File: src/rtl/regbank_pkg.sv
// Shared encodings for the register-bank controller: request opcodes and FSM states.
package regbank_pkg;

  typedef enum logic [1:0] {
    OP_RSVD  = 2'b00,
    OP_READ  = 2'b01,
    OP_WRITE = 2'b10,
    OP_CLEAR = 2'b11
  } op_e;

  typedef enum logic {
    IDLE  = 1'b0,
    CLEAR = 1'b1
  } state_e;

endpackage

File: src/rtl/reg_bank_array.sv
// DEPTH x DATA_W register storage: async reset to RST_VAL, one write port,
// two combinational read ports (request side and debug side).
module reg_bank_array
  import regbank_pkg::*;
#(
  parameter int                DATA_W  = 16,
  parameter int                DEPTH   = 16,
  parameter int                ADDR_W  = (DEPTH > 1) ? $clog2(DEPTH) : 1,
  parameter logic [DATA_W-1:0] RST_VAL = '0
) (
  input  logic              clk,
  input  logic              rst,
  input  logic              we,
  input  logic [ADDR_W-1:0] waddr,
  input  logic [DATA_W-1:0] wdata,
  input  logic [ADDR_W-1:0] raddr,
  output logic [DATA_W-1:0] rdata,
  input  logic [ADDR_W-1:0] dbg_addr,
  output logic [DATA_W-1:0] dbg_data
);

  logic [DEPTH-1:0][DATA_W-1:0] words;

  genvar gi;
  generate
    for (gi = 0; gi < DEPTH; gi++) begin : g_reg
      logic [DATA_W-1:0] word_q;

      // One register with its own decoded write enable; out-of-range
      // write addresses never match any register.
      always_ff @(posedge clk or posedge rst) begin
        if (rst) begin
          word_q <= RST_VAL;
        end else if (we && (waddr == ADDR_W'(gi))) begin
          word_q <= wdata;
        end
      end

      assign words[gi] = word_q;
    end
  endgenerate

  // Read multiplexers; addresses beyond DEPTH-1 fall through to zero.
  always_comb begin
    rdata    = '0;
    dbg_data = '0;
    for (int i = 0; i < DEPTH; i++) begin
      if (raddr == ADDR_W'(i)) rdata = words[i];
      if (dbg_addr == ADDR_W'(i)) dbg_data = words[i];
    end
  end

endmodule

File: src/rtl/reg_bank_ctrl.sv
// Register-bank controller: valid/ready request channel (READ/WRITE/CLEAR),
// one-cycle registered response pulse with error flag, debug read port.
module reg_bank_ctrl
  import regbank_pkg::*;
#(
  parameter int                DATA_W  = 16,
  parameter int                DEPTH   = 16,
  parameter int                ADDR_W  = (DEPTH > 1) ? $clog2(DEPTH) : 1,
  parameter logic [DATA_W-1:0] RST_VAL = '0
) (
  input  logic              clk,
  input  logic              rst,
  input  logic              req_valid,
  output logic              req_ready,
  input  logic [1:0]        req_op,
  input  logic [ADDR_W-1:0] req_addr,
  input  logic [DATA_W-1:0] req_data,
  output logic              rsp_valid,
  output logic [DATA_W-1:0] rsp_data,
  output logic              rsp_err,
  output logic              busy,
  input  logic [ADDR_W-1:0] dbg_addr,
  output logic [DATA_W-1:0] dbg_data
);

  localparam logic [ADDR_W-1:0] LAST_IDX  = ADDR_W'(DEPTH - 1);
  localparam logic [ADDR_W:0]   DEPTH_EXT = (ADDR_W + 1)'(DEPTH);

  state_e            state_q, state_d;
  logic [ADDR_W-1:0] idx_q, idx_d;
  logic              rsp_valid_q, rsp_valid_d;
  logic [DATA_W-1:0] rsp_data_q, rsp_data_d;
  logic              rsp_err_q, rsp_err_d;

  op_e               op;
  logic              accept;
  logic              addr_ok;
  logic              req_bad;
  logic              arr_we;
  logic [ADDR_W-1:0] arr_waddr;
  logic [DATA_W-1:0] arr_wdata;
  logic [DATA_W-1:0] arr_rdata;

  assign op      = op_e'(req_op);
  assign accept  = req_valid && (state_q == IDLE);
  // Only reachable when DEPTH is not a power of two.
  assign addr_ok = ({1'b0, req_addr} < DEPTH_EXT);
  // CLEAR ignores the address, so it can never be rejected.
  assign req_bad = (op == OP_RSVD) || ((op != OP_CLEAR) && !addr_ok);

  // Single write port shared by request writes and the clear sweep.
  always_comb begin
    arr_we    = 1'b0;
    arr_waddr = req_addr;
    arr_wdata = req_data;
    if (state_q == CLEAR) begin
      arr_we    = 1'b1;
      arr_waddr = idx_q;
      arr_wdata = RST_VAL;
    end else if (accept && !req_bad && (op == OP_WRITE)) begin
      arr_we = 1'b1;
    end
  end

  // Next-state, sweep index and response computation.
  always_comb begin
    state_d     = state_q;
    idx_d       = idx_q;
    rsp_valid_d = 1'b0;
    rsp_data_d  = rsp_data_q;
    rsp_err_d   = 1'b0;
    case (state_q)
      IDLE: begin
        if (accept) begin
          if (req_bad) begin
            rsp_valid_d = 1'b1;
            rsp_data_d  = '0;
            rsp_err_d   = 1'b1;
          end else begin
            case (op)
              OP_READ: begin
                rsp_valid_d = 1'b1;
                rsp_data_d  = arr_rdata;
              end
              OP_WRITE: begin
                rsp_valid_d = 1'b1;
                rsp_data_d  = req_data;
              end
              OP_CLEAR: begin
                state_d = CLEAR;
                idx_d   = '0;
              end
              default: ;
            endcase
          end
        end
      end
      CLEAR: begin
        idx_d = idx_q + ADDR_W'(1);
        if (idx_q == LAST_IDX) begin
          state_d     = IDLE;
          idx_d       = '0;
          rsp_valid_d = 1'b1;
          rsp_data_d  = RST_VAL;
        end
      end
      default: state_d = IDLE;
    endcase
  end

  // FSM, sweep counter and registered response outputs.
  always_ff @(posedge clk or posedge rst) begin
    if (rst) begin
      state_q     <= IDLE;
      idx_q       <= '0;
      rsp_valid_q <= 1'b0;
      rsp_data_q  <= '0;
      rsp_err_q   <= 1'b0;
    end else begin
      state_q     <= state_d;
      idx_q       <= idx_d;
      rsp_valid_q <= rsp_valid_d;
      rsp_data_q  <= rsp_data_d;
      rsp_err_q   <= rsp_err_d;
    end
  end

  assign req_ready = (state_q == IDLE);
  assign busy      = (state_q == CLEAR);
  assign rsp_valid = rsp_valid_q;
  assign rsp_data  = rsp_data_q;
  assign rsp_err   = rsp_err_q;

  reg_bank_array #(
    .DATA_W (DATA_W),
    .DEPTH  (DEPTH),
    .ADDR_W (ADDR_W),
    .RST_VAL(RST_VAL)
  ) u_array (
    .clk     (clk),
    .rst     (rst),
    .we      (arr_we),
    .waddr   (arr_waddr),
    .wdata   (arr_wdata),
    .raddr   (req_addr),
    .rdata   (arr_rdata),
    .dbg_addr(dbg_addr),
    .dbg_data(dbg_data)
  );

endmodule

File: config.mk
export PLATFORM = sky130hd
export DESIGN_NAME = reg_bank_ctrl
export DESIGN_NICKNAME = d
export VERILOG_FILES = /design/src/rtl/regbank_pkg.sv /design/src/rtl/reg_bank_array.sv /design/src/rtl/reg_bank_ctrl.sv
export SDC_FILE = /design/constraint.sdc
export NUM_CORES = 1
export LEC_CHECK = 0
export BUFFER_PORTS_ARGS = -buffer_cell sky130_fd_sc_hd__buf_2
export CAP_MARGIN = 25
export CELL_PAD_IN_SITES_DETAIL_PLACEMENT = 0
export CELL_PAD_IN_SITES_GLOBAL_PLACEMENT = 1
export CORE_MARGIN = 4
export CORE_UTILIZATION = 50
export CTS_CLUSTER_SIZE = 10
export DETAILED_ROUTE_END_ITERATION = 8
export PLACE_DENSITY_LB_ADDON = 0.1
export SLEW_MARGIN = 20
export SYNTH_ARGS = -nofsm -noshare
export SYNTH_HDL_FRONTEND = slang
export SYNTH_SLANG_ARGS = --single-unit
File: constraint.sdc
create_clock -name clk -period 12.1 [get_ports clk]
set_clock_uncertainty 0.1 [all_clocks]
set_input_delay 2.42 -clock clk [delete_from_list [all_inputs] [get_ports clk]]
set_output_delay 2.42 -clock clk [all_outputs]
set_load 0.02 [all_outputs]
==> impl_metrics.ini, run 1 <==
[outcome]
status = completed

[global_routing]
grt_overflow = 0
met3_usage = 0.07243
grt_pass1_vias = 13609
grt_pass1_wl_um = 91030
met1_usage = 0.4912
grt.total_usage = 0.3406
grt.busiest_layer = met2
antenna_found_initial = 0
grt_max_degree = 134
grt_use_met2 = 0.4997

[clock_tree]
cts_tree = done
cts_root_buf = clkbuf_16
postCtsResizedCells = 0
cts_buffer_depth = 3
h-tree-depth = 2
cts_setup_buffers = 0
worstSkewPairLatency_ns = 0.53
clkSinkCount = 279
cts_hold_buf = 0
cts_buffers = 35
clk_pin_slew_worst_paths_ns = 0.05

[setup_path]
rr_worst_depth = 7
cp.arrival_ns = 5.34
crit_path_max_incr_delay_ns = 0.60
cpMostUsedCell = buf_4
critPathLaunchType = primary input
crit_required_ns = 9.58
cp_top_family = buffers and inverters
critPathKind = primary input to output port
rrSetupSlack_ns = 8.76
worstPathBufferInverterCount = 4
timing.rr.start = busy
reg2reg_to = u_array.g_reg[14].word_q[8]
endpoint_kind = output port
slowest_stage = buf_4
path_cells = buf_4, buf_4, buf_4, mux4_2, mux2_2, a22oi_1, o21ai_0, buf_2
worst-path-max-fanout = 39

[synth]
yosys_warnings = 0
avgSynthCellArea_um2 = 10.36
synth_area_mm2 = 0.01625
synth_top_cell_by_area = dfrtp_1
synth_edf_count = 0
ys_top_cells_by_area = dfrtp_1 43%, mux2_2 10%, o21ai_0 5.5%
ys_async_sr_fraction = 1.000
netlist_instances = 1568
ys_seq_elements = 279
yosysSeqAreaShare = 0.4298
synth_common_cells = 279 x dfrtp_1, 180 x nand2_1, 179 x o21ai_0
yosysUniqueCellTypes = 85
syn_nets = 1602
synth-main-ff-cell = dfrtp_1
synth_top_area_share = 0.4298
synth.most_common_cell = dfrtp_1

[routing]
via_per_inst = 6.863
routed_wirelength_um = 61310
avgRoutedWirePerCell_um = 30.52
drtAntennaViolNets = 0
route.vias.total = 13787
drc = 0
drtIter0Drc = 1602
detailedRoute.firstPassIterationCount = 5

[layout]
final_layout_size_suffix_gt1_frac = 0.2465
post-route-util = 0.5572
n_antenna_cell = 0
finalNonFillerCells = 2009
nFillCells = 2822
syn_to_final_growth_pct = 9.057
nNetsFinal = 1594

[placed_design]
gp_congestion = 0.9058
dp_cells = 1956
dp_hpwl_um = 38740
portBuffers = 64

[power]
power.switching_w = 0.001438
pwr-share-comb = 0.325
seq_power_share = 0.420
ir_worst_vdd_mv = 0.1257
p_per_area_mw_per_mm2 = 215.7
p_sw_frac = 0.3763
p_int_w = 0.002384
p_leak_nw = 7.730
clock_power_share = 0.255
finalPower_w = 0.003822

[sta]
worst_pin_slew_ns = 1.137
period_needed_ns = 7.856
fmax_ghz = 0.1273
finalCritPeriodShare = 0.6493
slew_viol_final = 0
slew_headroom = 0.2407
finalSetupTns_ns = 0
setup_viol = 0
finalHoldViolations = 0
rsz0062_at_grt = false

[die]
die_area_mm2 = 0.03544
die-height_um = 188.3
die_w_um = 188.3
coreArea_mm2 = 0.03180
initial_core_util = 0.5109
core.rowCount = 65
io_pins = 65

[run]
cap_violations = 0

[hold_path]
hp-class = flip-flop to flip-flop
holdCritStartpoint = u_array.g_reg[1].word_q[15]
holdPathEnd = u_array.g_reg[1].word_q[15]
hold_path_depth = 2
-- kinds of logic after synthesis --
family / Yosys count / synth area share
adders and majority gates: 5 / 0.003851
AOI/OAI and AO/OA: 485 / 0.1973
buffers and inverters: 163 / 0.05037
DFF: 279 / 0.4298
and+or+nand+nor: 390 / 0.1219
muxes: 246 / 0.1968
-- cell type report --
cell class	count	area, um^2	share of cell area
clock buffers	46	948.4	0.05353
clock inverters	5	65.06	0.003672
inverters	19	78.83	0.004449
multi-input cells	1126	8471	0.4781
flip-flops and latches	279	6982	0.3941
well taps	435	544.3	0.03072
repair buffers	99	628.1	0.03545
-- worst max-delay path by stage --
stage                start     endpoint  slack [ns]  depth (start not counted)
2_1_floorplan          rst         busy        1.89                          1
3_3_place_gp   dbg_addr[0]  dbg_data[4]        4.34                          8
3_5_place_dp   dbg_addr[0]  dbg_data[4]        4.27                          8
4_1_cts        dbg_addr[0]  dbg_data[4]        4.27                          8
5_1_grt        dbg_addr[0]  dbg_data[4]        4.05                          8
6_report       dbg_addr[0]  dbg_data[4]        4.24                          8
-- layer usage --
| metal | part of all wire | vias to the layer above | wire, um |
|---|---|---|---|
| li1 | - | 5819 | - |
| met1 | 0.43 | 7002 | 26130 |
| met2 | 0.43 | 798 | 26340 |
| met3 | 0.098 | 168 | 6007 |
| met4 | 0.046 | 0 | 2835 |
| met5 | 0 | - | 0 |
-- sequential cells by signal, summed over array words and instances (netlist names) --
register and count:
busy 1, rsp_valid 1, rsp_data 16, u_array.g.word_q 256
idx_q 4, rsp_err 1
-- cell usage in the layout, fill, tap and decap left out, types with 22 or more instances in the layout --
cell,instances
o221ai_1,27
mux2_4,40
nand2_1,180
mux4_2,28
clkbuf_16,36
nor2b_1,42
a22oi_1,37
dfrtp_1,279
mux2_2,147
buf_4,35
nand2b_1,22
a21oi_1,55
buf_2,62
mux2i_1,31
o21ai_0,179
nor2_1,44
-- worst min-delay path, delay by kind of cell (launching register included) --
family,cells,cell delay (ns)
flops,1,0.36
compound gates,1,0.06
simple gates,1,0.05
-- power by group through the flow --
stage | clock [W] | combinational (W) | sequential (W)
2_1_floorplan | 0 | 0.000900 | 0.00149
3_3_place_gp | 0 | 0.00120 | 0.00159
3_5_place_dp | 0 | 0.00123 | 0.00159
4_1_cts | 0.000982 | 0.00123 | 0.00158
5_1_grt | 0.00102 | 0.00134 | 0.00163
6_report | 0.000975 | 0.00124 | 0.00160
-- per-stage QoR --
stage | area (um^2) | hold slack [ns] | setup slack, ns
after floorplan | 16250 | 0.3558 | 1.886
after global placement | 16640 | 0.3765 | 4.336
after detailed placement | 16640 | 0.3906 | 4.269
after CTS | 17660 | 0.4025 | 4.266
after global routing | 17720 | 0.4356 | 4.052
final | 17720 | 0.4017 | 4.244
Power figures use the tool's default switching activity.
==> run 2: changes to the inputs <==
clock period = 7.4 ns   (was 12.1 ns; I/O delays follow)
==> impl_metrics.ini, run 2 (same netlist as run 1, synthesis figures left out) <==
[outcome]
status = completed

[die]
core.rowCount = 65
die-height_um = 188.3
io_pins = 65
die_w_um = 188.3
initial_core_util = 0.5109
coreArea_mm2 = 0.03180
die_area_mm2 = 0.03544

[sta]
rsz0062_at_grt = false
hold_slack_ns = 0.4068
finalWorstSetupSlack_ns = 1.604
slew_viol_final = 0
finalSetupTns_ns = 0
period_needed_ns = 5.796
setup_viol = 0
slew_headroom = 0.2362
worst_pin_slew_ns = 1.142
finalHoldViolations = 0
fmax_ghz = 0.1725
finalCritPeriodShare = 0.7832

[routing]
avgRoutedWirePerCell_um = 30.68
drc = 0
route.vias.total = 13776
routed_wirelength_um = 61850
via_per_inst = 6.833
drtAntennaViolNets = 0
drtIter0Drc = 1701
detailedRoute.firstPassIterationCount = 6

[layout]
final_cell_mix = 278 x dfrtp_1, 180 x nand2_1, 179 x o21ai_0
nNetsFinal = 1598
final_layout_size_suffix_gt1_frac = 0.2479
nFillCells = 2841
n_antenna_cell = 0
finalNonFillerCells = 2016
final_common_cell = dfrtp_1
top_register = u_array.g.word_q
regArea_mm2 = 0.006983
multi_input_area_mm2 = 0.008462
final_area_mm2 = 0.01774
largest_reg_flops = 256
syn_to_final_growth_pct = 9.180

[setup_path]
worst-path-max-fanout = 32
worstPathBufferInverterCount = 3
critPathKind = primary input to output port
path_cells = buf_2, buf_4, and4b_1, a2bb2oi_1, a2111oi_0, a21oi_1, a32oi_1, buf_2
endpoint_kind = output port
crit_required_ns = 5.82
crit_cells = 8
critPathLaunchType = primary input
rr_worst_depth = 6
cp_top_family = compound AO/OA/AOI/OAI gates
cp.arrival_ns = 4.22
cpMostUsedCell = buf_2
crit_path_max_incr_delay_ns = 0.75
slowest_stage = a2111oi_0

[clock_tree]
cts_tree = done
clk_pin_slew_worst_paths_ns = 0.06
cts_buffers = 36
postCtsResizedCells = 0
cts_buffer_depth = 3
clkSinkCount = 279
cts_hold_buf = 0
worstSkewPairLatency_ns = 0.53
cts_setup_buffers = 0
cts_root_buf = clkbuf_16
h-tree-depth = 2

[power]
ir_worst_vdd_mv = 0.2547
p_leak_nw = 7.741
p_per_area_mw_per_mm2 = 353.6

[global_routing]
grt_pass1_vias = 13417
grt.total_usage = 0.3449
antenna_found_initial = 0
grt_overflow = 0
grt_max_degree = 174
grt_pass1_wl_um = 91690

[placed_design]
dp_hpwl_um = 39420
portBuffers = 64
gp_congestion = 0.9262
dp_cells = 1961
placed_area_mm2 = 0.01669
place_ws_ns = 1.771

[run]
cap_violations = 0

[hold_path]
hold_path_depth = 2
hp-class = flip-flop to flip-flop
run 2: cell types whose count changed in the layout (fill, tap and decap cells not counted), moves of 2 or more:
| cell | before | now |
|---|---|---|
| clkbuf_8 | 1 | 5 |
| buf_16 | 2 | 0 |
| clkinvlp_4 | 0 | 2 |
| buf_4 | 35 | 39 |
run 2: worst paths after layout:
kind	startpoint	to	slack, ns
max	dbg_addr[1]	dbg_data[7]	1.60
min	u_array.g_reg[0].word_q[15]	u_array.g_reg[0].word_q[15]	0.41
max reg2reg	busy	u_array.g_reg[14].word_q[10]	3.01
min reg2reg	u_array.g_reg[0].word_q[15]	u_array.g_reg[0].word_q[15]	0.41
max in group asynchronous	rst	u_array.g_reg[5].word_q[7]	4.83
min in group asynchronous	rst	u_array.g_reg[13].word_q[4]	0.82
run 2: area by class of cell:
class                   instances  area share
flip-flops and latches        279      0.3937
clock buffers                  52     0.05820
repair buffers                102     0.03513
clock inverters                 3   0.0009876
multi-input cells            1126      0.4771
inverters                      19    0.004233
well taps                     435     0.03069
run 2: metrics by stage:
| stage | utilization | total power, W |
|---|---|---|
| CTS | 0.5578 | 0.006237 |
| finish | 0.5578 | 0.006272 |
| floorplan | - | 0.003917 |
| detailed placement | 0.5248 | 0.004617 |
| global route | 0.5578 | 0.006558 |
| global placement | 0.5248 | 0.004576 |
run 2: worst reg2reg max path, stage by stage (launching register included):
cell      delay, ns
dfrtp_2        1.09
inv_2          0.67
a21boi_1       0.48
nand2_1        0.29
nor2_2         0.84
buf_4          0.44
mux2_2         0.38
run 2: power breakdown:
part | total (W) | switching (W) | internal (W)
Sequential | 0.00265 | 0.000567 | 0.00208
Clock | 0.00161 | 0.000659 | 0.000956
Combinational | 0.00201 | 0.00112 | 0.000886
run 2: per-layer routing:
layer,track usage,share of wire
met1,0.5002,0.42
met4,0.1327,0.044
met2,0.5110,0.43
met3,0.07188,0.10
met5,0,0
==> run 3: changes to the inputs <==
ABC_AREA = 1   (was not set)
CORE_UTILIZATION = 46   (was 50)
clock period = 5.8 ns   (was 7.4 ns; I/O delays follow)
==> impl_metrics.ini, run 3 <==
[hold_path]
hold_path_depth = 2
hp-class = flip-flop to flip-flop
holdPathEnd = rsp_data[2]
holdCritStartpoint = rsp_data[2]

[setup_path]
critPathLaunchType = primary input
slowest_stage = nor2_1
rr_worst_depth = 6
worst-path-max-fanout = 18
critPathKind = primary input to output port
cp.arrival_ns = 3.55
startpoint = dbg_addr[0]
crit_path_max_incr_delay_ns = 0.54
reg2reg_to = u_array.g_reg[4].word_q[8]
endpoint_kind = output port
cpMostUsedCell = inv_1
path_cells = buf_2, inv_1, nor2_2, buf_4, inv_1, nor2_1, inv_1, o21ai_1, inv_1, nand3_1, nand2_1, nand4_1, nand2_1, nand2_1, buf_2
rrSetupSlack_ns = 2.60
crit_required_ns = 4.54
timing.rr.start = busy

[layout]
final_layout_size_suffix_gt1_frac = 0.09711
top_register = u_array.g.word_q
final_cell_mix = 743 x nand2_1, 279 x o21ai_0, 279 x dfrtp_1
syn_to_final_growth_pct = 12.57
n_antenna_cell = 0
final_common_cell = nand2_1
nNetsFinal = 2061
nFillCells = 3052
finalNonFillerCells = 2435
largest_reg_flops = 256

[synth]
ys_async_sr_fraction = 1.000
synth_top_area_share = 0.4805
ys_top_cells_by_area = dfrtp_1 48%, nand2_1 19%, o21ai_0 9.6%
synth_edf_count = 0
ys_seq_elements = 279
synth.most_common_cell = nand2_1
netlist_instances = 2000
syn_nets = 2034
avgSynthCellArea_um2 = 7.265
yosysUniqueCellTypes = 28
synth_top_cell_by_area = dfrtp_1
synth_common_cells = 744 x nand2_1, 279 x dfrtp_1, 279 x o21ai_0
yosysSeqAreaShare = 0.4805
synth-main-ff-cell = dfrtp_1
synth_area_mm2 = 0.01453
yosys_warnings = 0

[clock_tree]
cts_setup_buffers = 0
clk_pin_slew_worst_paths_ns = 0.06
cts_hold_buf = 0
worstSkewPairLatency_ns = 0.51
h-tree-depth = 2
cts_buffers = 35
cts_tree = done
clkSinkCount = 279
cts_root_buf = clkbuf_16
postCtsResizedCells = 0
cts_buffer_depth = 3

[sta]
period_needed_ns = 4.807
finalHoldViolations = 0
finalSetupTns_ns = 0
slew_headroom = 0.3052
fmax_ghz = 0.2080
slew_viol_final = 0
setup_viol = 0
worst_pin_slew_ns = 1.040
finalCritPeriodShare = 0.8288
rsz0062_at_grt = false

[global_routing]
grt_overflow = 0
grt_max_degree = 119
grt_pass1_vias = 12824
antenna_found_initial = 0
grt_pass1_wl_um = 74470
grt.total_usage = 0.2722

[run]
cap_violations = 0

[die]
die_w_um = 185.7
core.rowCount = 64
die_area_mm2 = 0.03450
io_pins = 65
die-height_um = 185.7
coreArea_mm2 = 0.03091
initial_core_util = 0.4701

[power]
ir_worst_vdd_mv = 0.2807
p_leak_nw = 7.638
p_per_area_mw_per_mm2 = 449.3

[routing]
route.vias.total = 13334
drtIter0Drc = 1276
routed_wirelength_um = 45730
via_per_inst = 5.476
avgRoutedWirePerCell_um = 18.78
detailedRoute.firstPassIterationCount = 5
drtAntennaViolNets = 0
drc = 0

[placed_design]
gp_congestion = 0.8394
dp_hpwl_um = 31930
dp_cells = 2379
portBuffers = 64

[outcome]
status = completed
run 3: changes by cell type after synthesis, moves of 65 or more:
cell,delta
nand4_1,+65
mux2_2,-147
o21ai_0,+100
inv_1,+116
nand2_1,+564
nand3_1,+92
run 3: metrics by stage:
stage | power (W) | hold WS, ns | util | worst slack, ns | area, um^2
6_report | 0.007349 | 0.3763 | 0.5292 | 0.9930 | 16360
3_5_place_dp | 0.005260 | 0.3635 | 0.4921 | 0.9738 | 15210
2_1_floorplan | 0.004532 | 0.3530 | - | 0.8467 | 14530
4_1_cts | 0.007338 | 0.3777 | 0.5255 | 0.9794 | 16240
5_1_grt | 0.007886 | 0.4064 | 0.5292 | 0.7711 | 16360
3_3_place_gp | 0.005162 | 0.3596 | 0.4896 | 0.9467 | 15130
run 3: cells by family after synthesis:
kind of cell / share of synthesized area
buf+inv: 0.06544
compound gates: 0.1342
flops: 0.4805
simple gates: 0.3115
fa+ha+maj: 0.004306
xor+xnor: 0.0006029
mux: 0.003445
run 3: routing by layer:
metal	part of all wire	track usage
met2	0.44	0.4169
met4	0.014	0.05450
met3	0.061	0.03674
met5	0	0
met1	0.49	0.4170
run 3: cell type report:
| cell class | instances | area [um^2] | area share |
|---|---|---|---|
| flip-flops and latches | 279 | 6982 | 0.4268 |
| multi-input cells | 1474 | 6605 | 0.4038 |
| clock buffers | 46 | 969.7 | 0.05928 |
| repair buffers | 103 | 733.2 | 0.04483 |
| inverters | 134 | 506.7 | 0.03098 |
| well taps | 396 | 495.5 | 0.03029 |
| clock inverters | 3 | 65.06 | 0.003978 |
run 3: power breakdown:
part / switching [W] / internal, W / total [W]
registers: 0.000569 / 0.00267 / 0.00324
logic: 0.00141 / 0.000641 / 0.00205
clock network: 0.000814 / 0.00124 / 0.00206
total: 0.00279 / 0.00455 / 0.00735
run 3: worst max-delay path by stage:
stage / end / slack [ns] / cells after the start
floorplan: busy / 0.85 / 1
global placement: dbg_data[14] / 0.95 / 15
detailed placement: dbg_data[14] / 0.97 / 15
CTS: dbg_data[14] / 0.98 / 15
global route: dbg_data[14] / 0.77 / 15
finish: dbg_data[14] / 0.99 / 15
run 3: worst max-delay path, delay by kind of cell:
family                 cells  cell delay [ns]
buffers and inverters      7             1.17
AO/OA/AOI/OAI              1             0.22
AND/OR/NAND/NOR            7             0.97
